[config.mk]
export PLATFORM = sky130hd
export DESIGN_NAME = main_memory_responder
export DESIGN_NICKNAME = d
export VERILOG_FILES = /design/src/rtl/main_memory_responder.sv
export SDC_FILE = /design/constraint.sdc
export NUM_CORES = 2
export LEC_CHECK = 0
export CORE_ASPECT_RATIO = 0.75
export CORE_MARGIN = 1
export CORE_UTILIZATION = 45
export CTS_CLUSTER_SIZE = 30
export DETAILED_ROUTE_END_ITERATION = 8
export GPL_ROUTABILITY_DRIVEN = 0
export SLEW_MARGIN = 40
export SYNTH_ARGS = -nofsm -noshare
export SYNTH_HDL_FRONTEND = slang
export SYNTH_SLANG_ARGS = --single-unit
[constraint.sdc]
create_clock -name clock -period 4.6 [get_ports clock]
set_input_delay 0.92 -clock clock [delete_from_list [all_inputs] [get_ports clock]]
set_output_delay 0.92 -clock clock [all_outputs]
set_load 0.005 [all_outputs]
[src/rtl/main_memory_responder.sv]
// Main-memory model below the L2: fixed-latency line fills and single-cycle write-backs.
// Requests are serviced through IDLE -> WAIT -> RESP; a request dropped during WAIT exits via DRAIN.
module main_memory_responder #(
  parameter int LATENCY = 2,
  parameter int TAG_W   = 8,
  parameter int IDX_W   = 2,
  parameter int DATA_W  = 3
) (
  input  logic                            clock,
  input  logic                            reset,
  input  logic                            req,
  input  logic [2:0]                      req_addr,
  input  logic [TAG_W-1:0]                req_tag,
  output logic [TAG_W+DATA_W-1:0]         resp_line,
  output logic                            resp_valid,
  output logic                            busy,
  input  logic                            wb_valid,
  input  logic [IDX_W+TAG_W+DATA_W-1:0]   wb_line,
  output logic                            wb_ack,
  output logic [7:0]                      rd_count,
  output logic [7:0]                      wb_count
);

  localparam int AW    = TAG_W + IDX_W;
  localparam int DEPTH = 1 << AW;

  localparam logic [1:0] S_IDLE  = 2'd0;
  localparam logic [1:0] S_WAIT  = 2'd1;
  localparam logic [1:0] S_RESP  = 2'd2;
  localparam logic [1:0] S_DRAIN = 2'd3;

  logic [1:0]              state_q, state_d;
  logic [3:0]              cnt_q, cnt_d;
  logic [AW-1:0]           cap_addr_q, cap_addr_d;
  logic [TAG_W+DATA_W-1:0] resp_line_q, resp_line_d;
  logic                    resp_valid_q, resp_valid_d;
  logic                    wb_ack_q, wb_ack_d;
  logic [7:0]              rd_count_q, rd_count_d;
  logic [7:0]              wb_count_q, wb_count_d;

  logic [IDX_W-1:0]  wb_idx;
  logic [TAG_W-1:0]  wb_tag;
  logic [DATA_W-1:0] wb_data;
  logic [AW-1:0]     wb_addr;
  logic [DATA_W-1:0] rd_data;
  logic              unused_addr_bits;

  assign wb_idx  = wb_line[DATA_W+TAG_W +: IDX_W];
  assign wb_tag  = wb_line[DATA_W +: TAG_W];
  assign wb_data = wb_line[DATA_W-1:0];
  assign wb_addr = {wb_tag, wb_idx};
  assign unused_addr_bits = ^req_addr;

  // Words are stored XORed with their low address bits, so a zero-initialised
  // array reads back as the power-up pattern mem[a] = a[DATA_W-1:0]. Not reset.
  logic [DATA_W-1:0] mem_q [DEPTH];

  always_ff @(posedge clock) begin
    if (wb_valid) mem_q[wb_addr] <= wb_data ^ wb_addr[DATA_W-1:0];
  end

  // Write-first: a same-cycle write-back to the captured address wins.
  always_comb begin
    rd_data = mem_q[cap_addr_q] ^ cap_addr_q[DATA_W-1:0];
    if (wb_valid && (wb_addr == cap_addr_q)) rd_data = wb_data;
  end

  always_comb begin
    state_d      = state_q;
    cnt_d        = cnt_q;
    cap_addr_d   = cap_addr_q;
    resp_line_d  = resp_line_q;
    resp_valid_d = resp_valid_q;
    rd_count_d   = rd_count_q;
    wb_ack_d     = wb_valid;
    wb_count_d   = wb_valid ? wb_count_q + 8'd1 : wb_count_q;
    case (state_q)
      S_IDLE: begin
        if (req) begin
          cap_addr_d = {req_tag, req_addr[IDX_W-1:0]};
          cnt_d      = 4'(LATENCY - 1);
          state_d    = S_WAIT;
        end
      end
      S_WAIT: begin
        if (!req) begin
          state_d = S_DRAIN;
        end else if (cnt_q == 4'd0) begin
          resp_line_d  = {cap_addr_q[AW-1:IDX_W], rd_data};
          resp_valid_d = 1'b1;
          rd_count_d   = rd_count_q + 8'd1;
          state_d      = S_RESP;
        end else begin
          cnt_d = cnt_q - 4'd1;
        end
      end
      S_RESP: begin
        if (!req) begin
          resp_line_d  = '0;
          resp_valid_d = 1'b0;
          state_d      = S_IDLE;
        end
      end
      default: state_d = S_IDLE;
    endcase
  end

  always_ff @(posedge clock or posedge reset) begin
    if (reset) begin
      state_q      <= S_IDLE;
      cnt_q        <= '0;
      cap_addr_q   <= '0;
      resp_line_q  <= '0;
      resp_valid_q <= 1'b0;
      wb_ack_q     <= 1'b0;
      rd_count_q   <= '0;
      wb_count_q   <= '0;
    end else begin
      state_q      <= state_d;
      cnt_q        <= cnt_d;
      cap_addr_q   <= cap_addr_d;
      resp_line_q  <= resp_line_d;
      resp_valid_q <= resp_valid_d;
      wb_ack_q     <= wb_ack_d;
      rd_count_q   <= rd_count_d;
      wb_count_q   <= wb_count_d;
    end
  end

  assign resp_line  = resp_line_q;
  assign resp_valid = resp_valid_q;
  assign busy       = (state_q != S_IDLE);
  assign wb_ack     = wb_ack_q;
  assign rd_count   = rd_count_q;
  assign wb_count   = wb_count_q;

endmodule

Yosys cells after proc, flatten, opt, wreduce, memory -nomap -nowiden
Memory sizes are Yosys's and may differ from the RTL's. Cells that the tools add are included.

$add $sub $neg: 3. Equality and inequality tests: 9. Multiplexer cells: 20. Bitwise operators: 2. Reductions and logical operators: 11.

Operators with widths (count): two-way mux 11 bit (3); one-hot mux 11 bit (2 select lines) (1); adder 8 x 1 -> 8 bit, second input constant (2); two-way mux 4 bit (3); == test 10 bit (1); inequality test 2 bit, second input constant (5); two-way mux 2 bit (4); one-hot mux 4 bit (2 select lines) (1); AND reduction 4 bit (2); one-hot mux 2 bit (3 select lines) (1); AND reduction 3 bit (2); nonzero test 2 bit (3); XOR 3 bit (2); two-way mux 1 bit (5); zero test 4 bit (1); subtractor 4 x 1 -> 4 bit, second input constant (1); two-way mux 3 bit (1); inequality test 3 bit, second input constant (1); == test 2 x 1 -> 1 bit, second input constant (1); == test 2 bit, second input constant (1); zero test 2 bit (1); one-hot mux 1 bit (2 select lines) (1); AND reduction 2 bit (1); logical AND 1 bit (1).

Register bits: 45. RAM bits: 3072. Bits of input ports: 28. Output and inout port bits: 30. Logic and storage cells: 54. Memories: 1.

Memories: mem_q (depth 1024, bits a word 3, read ports 1, clocked after memory_dff 0, wr ports 1, RTL line 56) `logic [DATA_W-1:0] mem_q [DEPTH];`.

Depth between registers and ports, before layout
Word-level depth: 6. Gate-level depth with buffers: 16. Gate-level depth less buffers: 9.

Worst setup path after synthesis
No wires, ideal clock.

Path type: input -> register. Start point: in wb_line[11]. End point: mem mem_q[0][0] (data pin). Setup time: 5.474 ns. Data arrival time: 27.658 ns. Data required time: -0.874 ns. Slack: -28.533 ns. Cell stages on the path: 3. Buffers on the path: 2. Path through: clkbuf_1 -> clkbuf_1 -> xor2_1.

Word-level cells in the longest chain between the ends: 1.

Ends and longest elaborated chain: start: declaration (RTL line 18) `input logic [IDX_W+TAG_W+DATA_W-1:0] wb_line,`; XOR 3 bit (RTL line 59) `if (wb_valid) mem_q[wb_addr] <= wb_data ^ wb_addr[DATA_W-1:0];`; end: declaration (RTL line 56).

No other way between the ends.

Worst setup path after layout
Start point: reg cap_addr_q[0]. End point: reg resp_line_q[1] (netlist: resp_line[1]).

Word-level cells in the longest chain between the ends: 6. Elaborated cells on any way between the ends: 8. Those cells by class: eq/ne: 1; mux: 4; bitwise: 1; reduce/logical: 1; memory: 1.

Ends and longest elaborated chain: start: declaration (RTL line 34) `logic [AW-1:0] cap_addr_q, cap_addr_d;`; start signal: assignment (RTL line 121) `cap_addr_q <= cap_addr_d;`; memory (1024 x 3 bit) / == test 10 bit (equally long branches); XOR 3 bit / logical AND 1 bit (equally long branches) (RTL line 64, 65); two-way mux 3 bit * (RTL line 65) `if (wb_valid && (wb_addr == cap_addr_q)) rd_data = wb_data;`; two-way mux 11 bit * (RTL line 88) `end else if (cnt_q == 4'd0) begin`; two-way mux 11 bit * (RTL line 86) `if (!req) begin`; one-hot mux 11 bit (2 select lines) * (RTL line 77) `case (state_q)`; end signal: assignment (RTL line 122) `resp_line_q <= resp_line_d;`; end: declaration (RTL line 35) `logic [TAG_W+DATA_W-1:0] resp_line_q, resp_line_d;`.

Mark *: on every way between the ends. The rest lies on a longest branch, timed or not. The select of a mux whose other input is x is not followed. A chain may end at the register's enable or synchronous reset.

==> qor.csv <==
metric,value,unit
FF-to-FF Start,cap_addr_q[0]$_DFFE_PP0P_,
Clock Pin Slew Worst Setup and Hold Paths,60,ps
Cell Rows,167,
Initial Utilization,45.2,%
startpoint types,flip-flop,
Syn Area/Cell,18.6,um2
sequential area share after synthesis,74.8,%
hold_buf cts,0,
# fillers,21900,
CTS tree,built,
Worst Path Required,5350,ps
post-route ant nets,0,
"commonest non-fill, non-tap cell in the layout",edfxtp_1,
Crit Path Max Fanout,18,
clock insertion delay at the later pin of the skew report,860,ps
DRC Markers,0,
total track usage,26.3,%
P&R area growth vs syn,13.6,%
worst hold start,rd_count[7]$_DFFE_PP0P_,
initial antenna violation count,28,
pin count of the biggest net entering global routing,157,
CP max stage cell,dfrtp_4,
Comb power frac,29.9,%
internal power,55.5,mW
most frequent cells in the layout,"edfxtp_1, nor2_1, mux4_2",
crit path cell chain,buf_12 -> inv_2 -> nand2_1 -> o22ai_1 -> a211oi_1 -> a22o_1 -> nor4_1 -> buf_4 -> nor4_2 -> buf_4 -> mux2i_1 -> o31ai_1,
Post-Route WL,369000,um
Yosys cell types,74,
Starting DRT DRC Count,9974,
Hold WC Path Type,flip-flop to flip-flop,
Place WS,229,ps
fin nets,6993,
#FFs+latches synth,3117,
Vias/cell,6.27,
outcome,"finished, final reports clean",
"Most Used Layer, Global Route",met1,
Max Buffers Root-to-Sink,4,
core footprint,0.276,mm2
Setup Skew,83.4,ps
R2R setup slack,80,ps
CTS sink cnt,3117,
Max stage delay on crit path,780,ps
CP arrival,5270,ps
"EDFF count, synth",3072,
Post CTS Setup Buffer Count,0,
setup TNS,0,ps
cell area after synthesis,0.125,mm2
layout cells sized above 1,22.7,%
Pwr per Cell Area,572,mW/mm2
CP startpoint,cap_addr_q[0]$_DFFE_PP0P_,
final slew viol count,0,
"Cell Count, Final, Fillers Out",10900,
multi-input logic area,0.0293,mm2
remaining global-route overflow,0,
Worst Setup Path Type,flip-flop to flip-flop,
die height,458,um
met2 usage,38.8,%
register share of total power,39.9,%
unrepaired setup endpoints after global routing,false,
fmax,221,MHz
fin crit share,98.3,%
# setup viols final,0,
vias in the first global route,66500,
Placed Instances,10400,
slew margin rel.,33.7,%
I/O Buffers,56,
CTS root buffer,clkbuf_16,
max-cap viol count,0,
Clock power frac,30.2,%
Detailed Routing Iterations Pass 1,6,
switch share,31.6,%
worst slew pin tran,990,ps
first-pass GRT wire length,520000,um
P_sw,25.6,mW
met3 Use GR,5.80,%
I/O pin count,58,
clock buffer count from CTS,307,
ys flop type,edfxtp_1,
Ys Warns,0,
via count,68500,
Die ar.,0.280,mm2
Peak VDD IR,0.000399,V
PnR worst setup slack,77.8,ps
post-CTS sizing,0,
FF/Latch Area,0.0934,mm2
DIE WIDTH,610,um
Pleak,43.9,nW
syn nets,6738,
Syn Inst Count,6706,
"Core Util, Final",51.4,%
H-tree levels,5,
critical path's most frequent cell,buf_4,
Worst setup EP type,flip-flop,
dpl hpwl,227000,um
min Tclk post-route,4520,ps
routing usage on met1,39.2,%
Final Hold Fails,0,
"FFs w/ async S/R, synth",1.44,%
post-DR wirelength/cell,33.8,um
[cells in the mapped netlist, types with 39 or more instances]
master | instances | share of area [%]
a21oi_1 | 39 | 0.16
buf_1 | 80 | 0.24
buf_2 | 83 | 0.33
buf_4 | 55 | 0.33
buf_6 | 46 | 0.41
clkbuf_1 | 239 | 0.72
dfrtp_1 | 45 | 0.90
edfxtp_1 | 3072 | 74
mux2_2 | 58 | 0.52
mux2i_1 | 260 | 2.1
mux4_2 | 689 | 12
nand2_1 | 275 | 0.83
nand3_1 | 69 | 0.28
nor2_1 | 1093 | 3.3
o21ai_0 | 50 | 0.20
o221ai_1 | 90 | 0.63
o22ai_1 | 53 | 0.27
[area by class of cell]
type,instances,area share [%]
flip-flops and latches,3117,65.9
multi-input cells,3069,20.6
clock buffers,385,5.80
repair buffers,451,3.39
well taps,3718,3.28
clock inverters,156,0.941
inverters,15,0.0503
diodes,16,0.0282
[routing by layer]
layer	share of wire (%)	vias to the layer above
met1	41	36100
met4	3.1	6
met3	12	632
met2	44	4336
met5	0.030	-
li1	-	27400
[sequential cells by signal, indices dropped and copies added (netlist names)]
signal / count
wb_ack: 1
wb_count: 8
cnt_q: 4
cap_addr_q: 10
rd_count: 8
resp_line: 11
mem_q: 3072
state_q: 2
resp_valid: 1
[power groups by stage]
stage	combinational (mW)	clock [mW]	sequential (mW)
after floorplan	14.4	0	33.1
after global placement	23.8	0	32.9
after detailed placement	23.9	0	32.9
after global routing	25.0	25.8	32.3
after CTS	24.0	24.8	32.3
final	24.2	24.5	32.3
[path summary, 6_finish.rpt]
path,end,cells past startpoint
worst max register to register,resp_line[1]$_DFFE_PP0P_,12
worst max-delay path,resp_line[1]$_DFFE_PP0P_,12
worst min register to register,rd_count[7]$_DFFE_PP0P_,1
max in group asynchronous,resp_line[10]$_DFFE_PP0P_,3
worst min-delay path,rd_count[7]$_DFFE_PP0P_,1
min in group asynchronous,wb_count[0]$_DFFE_PP0P_,2
[critical path: cells and delay by family, from the launching register on]
kind	cells	cell delay, ps
AND/OR/NAND/NOR	3	1160
multiplexers	1	240
flip-flops	1	780
buffers and inverters	4	960
AO/OA/AOI/OAI	4	1240
[stage by stage]
| step | cell area (um2) | hold slack [ps] | power (mW) |
|---|---|---|---|
| finish | 142000 | 470 | 81.1 |
| floorplan | 125000 | 468 | 47.4 |
| global placement | 132000 | 462 | 56.7 |
| CTS | 142000 | 467 | 81.1 |
| detailed placement | 132000 | 463 | 56.8 |
| global route | 142000 | 484 | 83.1 |
[cell families (layout without fill, tap and decap cells)]
family                     Yosys count  count (layout)  synth area share (%)
muxes                             1008            1008                  15.0
DFF                               3117            3117                  74.8
xor gates and xnor gates            27              27                 0.189
adders and majority gates            4               4                0.0401
buffers and inverters              520            1007                  2.11
AOI/OAI and AO/OA                  441             441                  2.67
and+or+nand+nor                   1589            1589                  5.16
other                                0              16                     0
(Power assumes the default switching activity.)
